==> config.mk <==
export PLATFORM = sky130hd
export DESIGN_NAME = led_display_arbiter
export DESIGN_NICKNAME = d
export VERILOG_FILES = /design/src/rtl/led_display_arbiter.sv
export SDC_FILE = /design/constraint.sdc
export NUM_CORES = 1
export LEC_CHECK = 0
export CORE_UTILIZATION = 49
export CTS_CLUSTER_DIAMETER = 80
export DETAILED_ROUTE_END_ITERATION = 6
export GPL_TIMING_DRIVEN = 0
export HOLD_SLACK_MARGIN = 0.1
export PLACE_DENSITY_LB_ADDON = 0.2
export REMOVE_ABC_BUFFERS = 1
export SETUP_SLACK_MARGIN = 0.1
export SYNTH_ARGS = -nofsm -noshare
export SYNTH_HDL_FRONTEND = slang
export SYNTH_SLANG_ARGS = --single-unit
==> constraint.sdc <==
create_clock -name clk -period 6.09 [get_ports clk]
set_input_delay 1.5225 -clock clk [delete_from_list [all_inputs] [get_ports clk]]
set_output_delay 1.5225 -clock clk [all_outputs]
set_load 0.05 [all_outputs]
==> src/rtl/led_display_arbiter.sv <==
// led_display_arbiter: round-robin owner selection for the shared 4-digit LED
// value (lednum). Each grant snapshots the winner's value and holds it for
// HOLD_CYCLES cycles, or for less if the owner drops its request early.
module led_display_arbiter #(
  parameter int unsigned HOLD_CYCLES = 1000,
  parameter logic [15:0] IDLE_VALUE  = 16'h0000,
  parameter int unsigned CNT_W       = 10
) (
  input  logic        clk,
  input  logic        rst,
  input  logic [2:0]  req,
  input  logic [15:0] val0,
  input  logic [15:0] val1,
  input  logic [15:0] val2,
  output logic [15:0] lednum,
  output logic [2:0]  grant,
  output logic [2:0]  done,
  output logic        busy
);

  typedef enum logic {IDLE, SHOW} state_t;

  localparam logic [CNT_W-1:0] HOLD_LOAD = CNT_W'(HOLD_CYCLES - 1);

  state_t            state;
  logic [CNT_W-1:0]  cnt;
  logic [1:0]        last;
  logic [1:0]        cand;
  logic [1:0]        win;
  logic              win_vld;
  logic [15:0]       win_val;

  // Round-robin search starting after the last winner, which is also the
  // current owner while in SHOW.
  always_comb begin
    cand    = '0;
    win     = last;
    win_vld = 1'b0;
    for (int unsigned i = 1; i <= 3; i++) begin
      cand = 2'((32'(last) + i) % 3);
      if (!win_vld && req[cand]) begin
        win     = cand;
        win_vld = 1'b1;
      end
    end
  end

  // Value of the winning source, snapshotted into lednum on a grant.
  always_comb begin
    case (win)
      2'd0:    win_val = val0;
      2'd1:    win_val = val1;
      default: win_val = val2;
    endcase
  end

  // Grant/dwell state machine with registered display outputs.
  always_ff @(posedge clk) begin
    if (rst) begin
      state  <= IDLE;
      grant  <= '0;
      done   <= '0;
      cnt    <= '0;
      last   <= 2'd2;
      lednum <= IDLE_VALUE;
    end else begin
      done <= '0;
      case (state)
        IDLE: begin
          if (win_vld) begin
            grant  <= 3'b001 << win;
            lednum <= win_val;
            cnt    <= HOLD_LOAD;
            last   <= win;
            state  <= SHOW;
          end
        end
        SHOW: begin
          if (cnt == '0) begin
            // Terminal count wins over a falling owner request.
            done <= grant;
            if (win_vld) begin
              grant  <= 3'b001 << win;
              lednum <= win_val;
              cnt    <= HOLD_LOAD;
              last   <= win;
            end else begin
              grant <= '0;
              state <= IDLE;
            end
          end else if (!req[last]) begin
            grant <= '0;
            state <= IDLE;
          end else begin
            cnt <= cnt - 1'b1;
          end
        end
        default: state <= IDLE;
      endcase
    end
  end

  assign busy = |grant;

endmodule

==> results.txt <==
The number of max-slew violations in the final report came to 0. In this run the power spent charging and discharging nets is 769 µW. Buffers added to address setup during post-CTS repair amount to 0. The mean post-synth cell area is 8.46 µm². In the final routed layout, each cell accounts on average for 15.0 µm.

The relative max-transition margin is 0.231. The cell area after synthesis is 0.00219 mm². Fill cells in the final layout number 341.

The startpoint identified for the worst register-to-register timing path is last[0]. The clock transition time at the flip-flop clock pins of the worst setup and hold paths came out at 0.07 ns. Ranked by total cell area, the synthesized netlist is headed by sky130_fd_sc_hd__dfxtp_1, sky130_fd_sc_hd__nand3_1, sky130_fd_sc_hd__mux2i_1.

The share of total power dissipated in the clock network is 0.111. The placeable core region came out at 0.00414 mm². The end point of the worst hold path is lednum[3]. The number of global-route vias before repair was 1,871. Internal power comes to 766 µW. The slew at the pin with the worst max-slew slack is 1.15 ns. The synthesized design spends more area on one cell type than any other, namely sky130_fd_sc_hd__dfxtp_1.

The leakage dissipation is 1.09 nW. The classification of the worst-slack hold path is register to register. STA classifies the critical path endpoint as a register.

Clock tree synthesis selected as its root buffer the cell sky130_fd_sc_hd__clkbuf_8. The clock period minus worst slack is 4.09 ns. The final total negative setup slack came out at 0 ns. The sequential area share after synthesis is 0.320. The post-CTS resize count came out at 0.

The starting DRC count in detailed routing came out at 88. The total number of H-tree levels is 2. The areal power density over the cells came out at 514 mW/mm². In this run the remaining antenna-violating nets after routing total 0. Of the total power, the share spent switching nets is 0.501. The register area is 701 µm². The share of synthesized area in the top cell type comes to 0.320. The final number of setup-violating endpoints came out at 0. Synthesis produced a netlist whose cell count is 259. The overall overflow remaining after global route came out at 0. The die span in x came out at 68.9 µm. The share of final-layout standard cells stronger than drive strength 1 came out at 0.0818. Setup slack on the worst reg-to-reg path comes out at 2.83 ns. The number of clock buffers inserted by TritonCTS is 5. For this configuration, the core starts out at a cell density of 0.529. In this run, placement finished with an instance count of 361.

The worst slack at placement is 1.67 ns. The synthesis-to-layout area growth came out at 36.2%. The clock tree buffer depth is 2. Yosys mapped the design onto 52 distinct sky130hd cell types. After detailed placement, the total cell area comes to 0.00290 mm². VDD sags by at most 0.000301 V.

After legalization and detailed placement, the total HPWL measured 3920 µm. The total routing usage reported by global routing came out at 0.236. The final weighted congestion in routability-driven placement came out at 0.871. The worst reg2reg path depth came out at 8.

The clock insertion delay at the later pin of the skew report came out at 0.28 ns. The number of cells in the finished layout apart from fillers came out at 368. The number of antenna diodes in the final layout is 0. The number of hold buffers added after cts is 0.

Setup repair after global routing left no endpoint under its margin. Across the run, the number of max-cap violations was 0. The launching element type of the critical path is an input pin. Counting flops and latches in the post-synthesis netlist gives 35. The endpoint identified for the worst register-to-register timing path is lednum[6].

STA puts the critical path data required time at 6.23 ns. Summing all multi-input logic gate instances after layout gives 0.00134 mm². After floorplanning, the core was divided into 23 placement rows. In the synthesized netlist the dominant register cell turns out to be sky130_fd_sc_hd__dfxtp_1. The pin count of the biggest net entering global routing came out at 39.

In this run the tool buffered the top-level ports with 75 buffer cells. The final clock period utilization by the worst path came out at 0.672. Counting flops with an async set or reset pin after synthesis yields a share of 0. Dividing the detail-routed via count by the number of cells gives 5.90. The highest clock rate came out at 244 MHz. The maximum fanout along the worst path came out at 18. The clock sink count came out at 35. Detailed routing inserted a total of 2,170 vias.

The data arrival time of the worst path is 4.23 ns. The finished cells cover 0.00298 mm². Of the total power, registers draw 0.243. The worst hold path begins at lednum[3].

The total wirelength of the detailed-routed design came out at 5530 µm. The global-route wire length before repair is 8360 µm. The number of flops mapped to enable cells by yosys came out at 0. The critical path is of the input pin to register type.

The flow ran to the end, and the final reports show no timing, DRC or antenna violations. The final worst slack is 2.00 ns. The number of instances on the worst hold path came out at 2. The y dimension of the die is 68.9 µm. The clock arrives with 0.00313 ns of skew. The number of antenna violations at the first check in global routing came out at 0. The combinational cell fraction of total power is 0.647. The die covers 0.00474 mm². The number of design rule violations left after detail routing is 0.

The count of TritonRoute iterations in the first routing pass is 5. In this run the count of I/O pins placed on the die edge is 76. The count of synthesis-stage warnings from yosys is 0. The hold violation total from the final report was 0. The final layout net count came out at 375. TritonCTS built the clock tree.
==> worst max-delay path, stage by stage <==
cell and delay, ns:
sky130_fd_sc_hd__clkdlybuf4s50_1 0.58, sky130_fd_sc_hd__a22o_1 0.31, sky130_fd_sc_hd__a222oi_1 0.40, sky130_fd_sc_hd__o211ai_1 0.15
sky130_fd_sc_hd__nand2b_1 0.80, sky130_fd_sc_hd__mux2i_1 0.33, sky130_fd_sc_hd__o221ai_2 0.12
==> cell usage after synthesis (2+ instances only) <==
cell type,number
sky130_fd_sc_hd__clkbuf_1,15
sky130_fd_sc_hd__nand2b_1,3
sky130_fd_sc_hd__nand3_1,37
sky130_fd_sc_hd__mux2_2,2
sky130_fd_sc_hd__or3_1,4
sky130_fd_sc_hd__buf_6,2
sky130_fd_sc_hd__o211ai_1,4
sky130_fd_sc_hd__o221ai_1,6
sky130_fd_sc_hd__o21ai_0,12
sky130_fd_sc_hd__a21oi_1,11
sky130_fd_sc_hd__o221ai_2,10
sky130_fd_sc_hd__nand2_1,5
sky130_fd_sc_hd__nor4bb_1,2
sky130_fd_sc_hd__ha_1,4
sky130_fd_sc_hd__buf_2,3
sky130_fd_sc_hd__nor2b_1,2
sky130_fd_sc_hd__a21o_1,2
sky130_fd_sc_hd__a31oi_1,4
sky130_fd_sc_hd__nor2_1,18
sky130_fd_sc_hd__nor3_1,9
sky130_fd_sc_hd__a211oi_1,3
sky130_fd_sc_hd__buf_1,2
sky130_fd_sc_hd__o21a_1,2
sky130_fd_sc_hd__mux2i_1,17
sky130_fd_sc_hd__a31o_2,2
sky130_fd_sc_hd__dfxtp_1,35
sky130_fd_sc_hd__and2_1,5
sky130_fd_sc_hd__nor4_1,2
sky130_fd_sc_hd__o21bai_1,2
sky130_fd_sc_hd__and3_1,2
sky130_fd_sc_hd__inv_1,11
==> sequential cells by signal (all words and copies together) (netlist names) <==
| name | cells |
|---|---|
| state | 1 |
| cnt | 10 |
| lednum | 16 |
| last | 2 |
| done | 3 |
| grant | 3 |
==> placed cells by master, fill, tap and decap left out, types with 5 or more instances in the layout <==
cell type                         instances
sky130_fd_sc_hd__nor2_1                  18
sky130_fd_sc_hd__clkdlybuf4s50_1         75
sky130_fd_sc_hd__nand3_1                 37
sky130_fd_sc_hd__o221ai_1                 6
sky130_fd_sc_hd__nor3_1                   9
sky130_fd_sc_hd__dfxtp_1                 35
sky130_fd_sc_hd__and2_1                   5
sky130_fd_sc_hd__clkbuf_8                 6
sky130_fd_sc_hd__o221ai_2                10
sky130_fd_sc_hd__o21ai_0                 12
sky130_fd_sc_hd__mux2i_1                 17
sky130_fd_sc_hd__nand2_1                  5
sky130_fd_sc_hd__a21oi_1                 11
sky130_fd_sc_hd__inv_1                   11
==> cells by family (layout without fill, tap and decap cells) <==
| logic type | count (synthesis) | in the layout | synth area share |
|---|---|---|---|
| XOR/XNOR | 1 | 1 | 0.00400 |
| flip-flops | 35 | 35 | 0.320 |
| multiplexers | 19 | 19 | 0.0879 |
| AND/OR/NAND/NOR | 96 | 96 | 0.236 |
| AO/OA/AOI/OAI | 69 | 69 | 0.256 |
| adder cells (fa/ha/maj) | 5 | 5 | 0.0274 |
| buffers and inverters | 34 | 93 | 0.0685 |
==> power groups by stage <==
stage               clock (mW)  sequential, mW  combinational [mW]
floorplan                    0           0.500               0.592
global placement             0           0.373               0.979
detailed placement           0           0.375               0.991
CTS                      0.173           0.371               0.992
global route             0.183           0.383                1.07
finish                   0.170           0.372               0.992
==> through the flow <==
step	util	hold slack, ns	total power [mW]
6_report	0.720	0.488	1.53
2_1_floorplan	-	0.457	1.09
4_1_cts	0.720	0.490	1.54
3_5_place_dp	0.699	0.471	1.37
3_3_place_gp	0.699	0.463	1.35
5_1_grt	0.720	0.524	1.64
==> routing by layer <==
layer / share of wire / track usage / up-vias
met5: 0 / 0 / -
met4: 0.012 / 0.0714 / 0
met3: 0.051 / 0.0609 / 8
met2: 0.49 / 0.396 / 64
met1: 0.44 / 0.294 / 1007
li1: - / - / 1091
==> worst max-delay path by stage <==
stage | cells after the start | endpoint | slack, ns | startpoint
floorplan | 6 | lednum[14] | 2.71 | req[2]
CTS | 7 | lednum[6] | 1.97 | req[2]
detailed placement | 7 | lednum[6] | 1.67 | req[2]
finish | 7 | lednum[6] | 2.00 | req[2]
global route | 7 | lednum[6] | 1.82 | req[2]
global placement | 7 | lednum[7] | 1.71 | req[2]
==> layout make-up <==
class,count,area share
Tap cell,50,0.0210
Timing Repair Buffer,75,0.252
Clock inverter,1,0.00168
Clock buffer,6,0.0277
Multi-Input combinational cell,190,0.449
Inverter,11,0.0138
Sequential cell,35,0.235
Note: power is estimated with default switching activity, not from simulation.
